## config.mk

```make
export PLATFORM = sky130hd
export DESIGN_NAME = io_hex_display
export DESIGN_NICKNAME = d
export VERILOG_FILES = /design/src/rtl/io_pkg.sv /design/src/rtl/hex_to_seg7.sv /design/src/rtl/io_hex_display.sv
export SDC_FILE = /design/constraint.sdc
export NUM_CORES = 1
export LEC_CHECK = 0
export ABC_CLOCK_PERIOD_IN_PS = 4100
export CELL_PAD_IN_SITES_DETAIL_PLACEMENT = 0
export CELL_PAD_IN_SITES_GLOBAL_PLACEMENT = 1
export CORE_MARGIN = 2
export CORE_UTILIZATION = 47
export CTS_BUF_LIST = sky130_fd_sc_hd__clkbuf_4
export CTS_CLUSTER_DIAMETER = 60
export CTS_CLUSTER_SIZE = 25
export DETAILED_ROUTE_END_ITERATION = 10
export PLACE_DENSITY = 0.93
export SLEW_MARGIN = 40
export SYNTH_ARGS = -nofsm -noshare
export SYNTH_HDL_FRONTEND = slang
export SYNTH_SLANG_ARGS = --single-unit
```

## constraint.sdc

```tcl
create_clock -name clk -period 4.1 [get_ports clk]
set_clock_uncertainty 0.2 [all_clocks]
set_input_delay 0.82 -clock clk [delete_from_list [all_inputs] [get_ports clk]]
set_output_delay 0.82 -clock clk [all_outputs]
set_load 0.1 [all_outputs]
```

## src/rtl/io_pkg.sv

```systemverilog
// Shared types and constants for the seven-segment display engine.
package io_pkg;

    typedef enum logic [1:0] {
        ST_IDLE   = 2'd0,
        ST_CONV   = 2'd1,
        ST_UPDATE = 2'd2
    } hexdisp_state_t;

    // Active-high gfedcba patterns for 0..F
    localparam logic [6:0] SEG7_LUT [16] = '{
        7'h3F, 7'h06, 7'h5B, 7'h4F, 7'h66, 7'h6D, 7'h7D, 7'h07,
        7'h7F, 7'h6F, 7'h77, 7'h7C, 7'h39, 7'h5E, 7'h79, 7'h71
    };

    // ceil(w * log10(2)) with integer arithmetic
    function automatic int bcd_digits(input int w);
        return (w * 30103 + 99999) / 100000;
    endfunction

endpackage

```

## src/rtl/hex_to_seg7.sv

```systemverilog
// One 4-bit digit to a seven-segment pattern, with blanking and polarity select.
module hex_to_seg7
    import io_pkg::*;
#(
    parameter bit SEG_ACTIVE_LOW = 1'b1
) (
    input  logic [3:0] digit,
    input  logic       blank,
    output logic [6:0] seg
);

    logic [6:0] seg_hi;

    assign seg_hi = blank ? 7'h00 : SEG7_LUT[digit];
    assign seg    = SEG_ACTIVE_LOW ? ~seg_hi : seg_hi;

endmodule

```

## src/rtl/io_hex_display.sv

```systemverilog
// Memory-mapped seven-segment display engine: HEX or double-dabble decimal
// conversion with leading-zero blanking and a one-deep pending write buffer.
//
// state   | meaning
// IDLE    | waiting for a write or a pending tuple
// CONV    | one double-dabble step per cycle, DATA_W steps total
// UPDATE  | register segments, pulse done, return to IDLE
module io_hex_display
    import io_pkg::*;
#(
    parameter int DATA_W         = 32,
    parameter int NUM_DIGITS     = 8,
    parameter bit SEG_ACTIVE_LOW = 1'b1
) (
    input  logic                    clk,
    input  logic                    rst_n,
    input  logic                    wr_en,
    input  logic [DATA_W-1:0]       wr_data,
    input  logic                    wr_dec,
    input  logic                    blank_lz,
    output logic [NUM_DIGITS*7-1:0] hex_out,
    output logic                    busy,
    output logic                    done,
    output logic                    overflow
);

    localparam int BCD_DIGITS = bcd_digits(DATA_W);
    localparam int BCD_W      = 4 * BCD_DIGITS;
    localparam int CNT_W      = (DATA_W > 1) ? $clog2(DATA_W) : 1;
    localparam int DISP_W     = 4 * NUM_DIGITS;
    localparam int WIDE_W     = DISP_W + BCD_W + DATA_W;
    localparam logic [6:0] SEG_OFF = SEG_ACTIVE_LOW ? 7'h7F : 7'h00;

    hexdisp_state_t state, state_nxt;

    logic [DATA_W-1:0] data_r;
    logic [BCD_W-1:0]  bcd_r;
    logic [BCD_W-1:0]  bcd_adj;
    logic [CNT_W-1:0]  cnt;
    logic              cur_dec;
    logic              cur_blank;

    logic              pend_vld;
    logic [DATA_W-1:0] pend_data;
    logic              pend_dec;
    logic              pend_blank;

    logic              ld;
    logic [DATA_W-1:0] ld_data;
    logic              ld_dec;
    logic              ld_blank;
    logic              pend_wr;
    logic              pend_vld_nxt;
    logic              busy_nxt;

    logic [WIDE_W-1:0]       wide;
    logic [DISP_W-1:0]       dig_vec;
    logic [NUM_DIGITS-1:0]   blank_vec;
    logic [NUM_DIGITS*7-1:0] seg_vec;
    logic                    ovf_dec;
    logic                    lit;

    always_ff @(posedge clk or negedge rst_n) begin
        if (!rst_n) state <= ST_IDLE;
        else        state <= state_nxt;
    end

    always_comb begin
        state_nxt = state;
        ld        = 1'b0;
        ld_data   = wr_data;
        ld_dec    = wr_dec;
        ld_blank  = blank_lz;
        pend_wr   = 1'b0;
        case (state)
            ST_IDLE: begin
                // Pending tuple wins; a coincident write replaces it in the buffer
                if (pend_vld) begin
                    ld       = 1'b1;
                    ld_data  = pend_data;
                    ld_dec   = pend_dec;
                    ld_blank = pend_blank;
                    pend_wr  = wr_en;
                end else if (wr_en) begin
                    ld = 1'b1;
                end
                if (ld) state_nxt = ld_dec ? ST_CONV : ST_UPDATE;
            end
            ST_CONV: begin
                pend_wr = wr_en;
                if (cnt == '0) state_nxt = ST_UPDATE;
            end
            ST_UPDATE: begin
                pend_wr   = wr_en;
                state_nxt = ST_IDLE;
            end
            default: state_nxt = ST_IDLE;
        endcase
        pend_vld_nxt = pend_wr ? 1'b1 : ((state == ST_IDLE) ? 1'b0 : pend_vld);
        busy_nxt     = (state_nxt != ST_IDLE) | pend_vld_nxt;
    end

    always_comb begin
        bcd_adj = '0;
        for (int i = 0; i < BCD_DIGITS; i++) begin
            bcd_adj[4*i +: 4] = (bcd_r[4*i +: 4] >= 4'd5) ? bcd_r[4*i +: 4] + 4'd3
                                                          : bcd_r[4*i +: 4];
        end
    end

    // Leading-zero blanking only considers the digits that are actually shown
    always_comb begin
        wide      = '0;
        dig_vec   = '0;
        blank_vec = '0;
        lit       = 1'b0;
        if (cur_dec) wide[BCD_W-1:0]  = bcd_r;
        else         wide[DATA_W-1:0] = data_r;
        for (int i = NUM_DIGITS - 1; i >= 0; i--) begin
            dig_vec[4*i +: 4] = wide[4*i +: 4];
            lit               = lit | (wide[4*i +: 4] != 4'd0) | (i == 0);
            blank_vec[i]      = cur_blank & ~lit;
        end
    end

    assign ovf_dec = |(bcd_r >> DISP_W);

    for (genvar g = 0; g < NUM_DIGITS; g++) begin : g_digit
        hex_to_seg7 #(
            .SEG_ACTIVE_LOW(SEG_ACTIVE_LOW)
        ) u_seg (
            .digit(dig_vec[4*g +: 4]),
            .blank(blank_vec[g]),
            .seg  (seg_vec[7*g +: 7])
        );
    end

    always_ff @(posedge clk or negedge rst_n) begin
        if (!rst_n) begin
            data_r     <= '0;
            bcd_r      <= '0;
            cnt        <= '0;
            cur_dec    <= 1'b0;
            cur_blank  <= 1'b0;
            pend_vld   <= 1'b0;
            pend_data  <= '0;
            pend_dec   <= 1'b0;
            pend_blank <= 1'b0;
            busy       <= 1'b0;
            done       <= 1'b0;
            overflow   <= 1'b0;
            hex_out    <= {NUM_DIGITS{SEG_OFF}};
        end else begin
            if (ld) begin
                data_r    <= ld_data;
                bcd_r     <= '0;
                cur_dec   <= ld_dec;
                cur_blank <= ld_blank;
                cnt       <= CNT_W'(DATA_W - 1);
            end else if (state == ST_CONV) begin
                {bcd_r, data_r} <= {bcd_adj[BCD_W-2:0], data_r, 1'b0};
                cnt             <= cnt - 1'b1;
            end
            if (pend_wr) begin
                pend_data  <= wr_data;
                pend_dec   <= wr_dec;
                pend_blank <= blank_lz;
            end
            pend_vld <= pend_vld_nxt;
            busy     <= busy_nxt;
            done     <= (state == ST_UPDATE);
            if (state == ST_UPDATE) begin
                hex_out  <= seg_vec;
                overflow <= cur_dec & ovf_dec;
            end
        end
    end

endmodule

```

==> impl_metrics.tcl <==
set metrics [dict create \
    async_flop_share_pct 100 \
    synth_top_area_share_pct 27.7 \
    start_kind "register" \
    fmax_mhz 292 \
    grt_pass1_vias 7897 \
    syn_nets 1217 \
    port_buffers 95 \
    initial_core_util_pct 47.6 \
    die_h_um 155 \
    syn-cell-area_sq_mm 0.0108 \
    die-width_um 155 \
    clockRootBuffer "clkbuf_4" \
    rsz0062_at_grt "false" \
    setup_viol 0 \
    cts.sinks 175 \
    synth_top_flop_cell "dfrtp_1" \
    grt_max_degree 88 \
    hpwl_um 17600 \
    dieArea_sq_mm 0.0241 \
    ys_ff_latch 175 \
    synth_cell_type_count 62 \
    fin_tns_setup_ns 0 \
    max-cap-violations 0 \
    cts_hold_buf 0 \
    num_vias 8480 \
    synth-edff-count 0 \
    drtPass1Iterations 6 \
    drcViolationCount 0 \
    drtAntennaViolNets 0 \
    final-max-slew-violation-count 0 \
    synth_area_per_cell_sq_um 9.73 \
    timing.hold.ws_ns 0.0143 \
    grt_pass1_wl_um 40800 \
    fin_crit_ns 3.42 \
    syn_inst 1105 \
    ys_seq_area_share_pct 41.4 \
    period_share_pct 83.5 \
    dp_cells 1446 \
    vias_per_cell 5.74 \
    hp-class "input port to asynchronous set/reset pin" \
    htreeDepth 4 \
    hold_viol 0 \
    gp_congestion 0.849 \
    clkLatencyLatePin_ns 0.58 \
    grt_overflow 0 \
    cts_buffers 17 \
    coreArea_sq_mm 0.0226 \
    yosys.area.top_type "dfrtp_1" \
    worstPathMaxFanout 30 \
    max_slew_margin_pct 46.2 \
    final_cells 1478 \
    syn2layout_area_growth_pct 11.0 \
    num_io_pins 96 \
    synth.area.top_cells "dfrtp_1 28%, dfstp_2 14%, ha_1 8.7%, mux2i_1 5.8%, a21oi_1 5.3%" \
    cts.clk_slew.worst_paths_ns 0.15 \
    tightest_slew_ns 0.805 \
    wl_per_cell_um 16.6 \
    worstPathRequired_ns 4.42 \
    cts_tree "yes" \
    initialDrtViolationCount 578 \
    antenna_found_initial 1 \
    cp-end-kind "register" \
    grtUsageTotal_pct 20.9 \
    drive_gt1_share_pct 20.6 \
    yosys_warnings 0 \
    cts.path.max_buffers 2 \
    post_cts_buffers 0 \
    arrival_ns 3.74 \
    rows 55 \
    nNetsFinal 1292 \
    totalWireLength_um 24600 \
    ctsResizeCount 0 \
    crit_type "register to register" \
    status "finished clean" \
]
[path summary, 6_finish.rpt]
check	cells after the start	slack [ns]	endpoint	startpoint
setup / recovery	7	0.68	hex_out[12]	cur_dec
setup reg to reg	7	0.68	hex_out[12]	cur_dec
max in group asynchronous	2	2.93	data_r[9]	rst_n
hold / removal	1	0.01	bcd_r[3]	rst_n
hold reg to reg	2	0.30	hex_out[31]	hex_out[31]
min in group clk	2	0.30	hex_out[31]	hex_out[31]
[area by class of cell]
cell class	count	area (sq um)
antenna	1	2.50
clock buffer	19	143
clock inverter	12	72.6
fill	2094	10600
inverter	54	203
multi-input combinational	816	5850
sequential	175	4450
tap	285	357
timing repair buffer	116	858
[metrics by stage]
stage | area (sq um) | setup slack, ns | util, %
floorplan | 10800 | 1.17 | -
global placement | 12000 | 0.906 | 53.1
detailed placement | 11700 | 0.794 | 51.9
CTS | 11900 | 0.732 | 52.9
global route | 11900 | 0.451 | 52.9
finish | 11900 | 0.676 | 52.9
[sequential cells by signal, summed over array words and instances (netlist names)]
signal / cells
hex_out: 56
bcd_r: 40
data_r: 32
pend_data: 32
cnt: 5
state: 2
busy: 1
cur_blank: 1
cur_dec: 1
done: 1
overflow: 1
pend_blank: 1
pend_dec: 1
pend_vld: 1
[Yosys cell counts, drive strengths merged, types with 4 or more instances]
library cell,n
a211oi,12
a21o,7
a21oi,113
a221oi,9
a22o,20
a22oi,19
a31oi,7
a32oi,4
buf,21
clkbuf,39
dfrtp,119
dfstp,56
ha,75
inv,54
mux2,50
mux2i,68
nand2,80
nand2b,12
nand3,27
nor2,124
nor2b,9
nor3,13
nor3b,4
nor4,5
o211ai,9
o21ai,61
o22a,23
o311ai,5
o32a,6
xnor2,18
xor2,5
[cell usage in the layout (no fill, tap or decap), types with 19 or more instances in the layout]
cell type,n
o22a_1,23
dfrtp_1,118
clkbuf_4,19
nor2_1,123
o21ai_0,49
mux2_2,46
ha_1,73
a21oi_1,113
dfstp_2,56
buf_2,59
a22o_1,20
mux2i_1,62
nand3_1,27
inv_1,50
clkdlybuf4s50_1,35
nand2_1,80
a22oi_1,19
[metal layers]
| metal | global-route usage (%) | vias to the layer above | wire length [um] |
|---|---|---|---|
| li1 | - | 4110 | - |
| met1 | 31.4 | 4116 | 11900 |
| met4 | 4.76 | 0 | 307 |
| met5 | 0 | - | 0 |
| met2 | 31.6 | 232 | 10900 |
| met3 | 3.79 | 22 | 1430 |
[worst max-delay path, cell delays in order, from the launching register on]
cell	delay, ns
dfrtp_2	0.91
mux2i_1	0.58
ha_1	0.31
nor4b_2	0.25
o221ai_2	0.23
nor4_1	0.36
and3_1	0.34
o22a_1	0.18
[logic make-up after synthesis]
kind of cell | count (synthesis) | share of synthesized area [%]
AOI/OAI and AO/OA | 310 | 18.7
xor gates and xnor gates | 23 | 1.87
adders and majority gates | 75 | 8.72
buffers and inverters | 114 | 4.54
DFF | 175 | 41.4
muxes | 121 | 12.4
and+or+nand+nor | 287 | 12.4
Power is not shown: default switching activity piles up to over one toggle a cycle in this logic, so the estimate is an artifact.
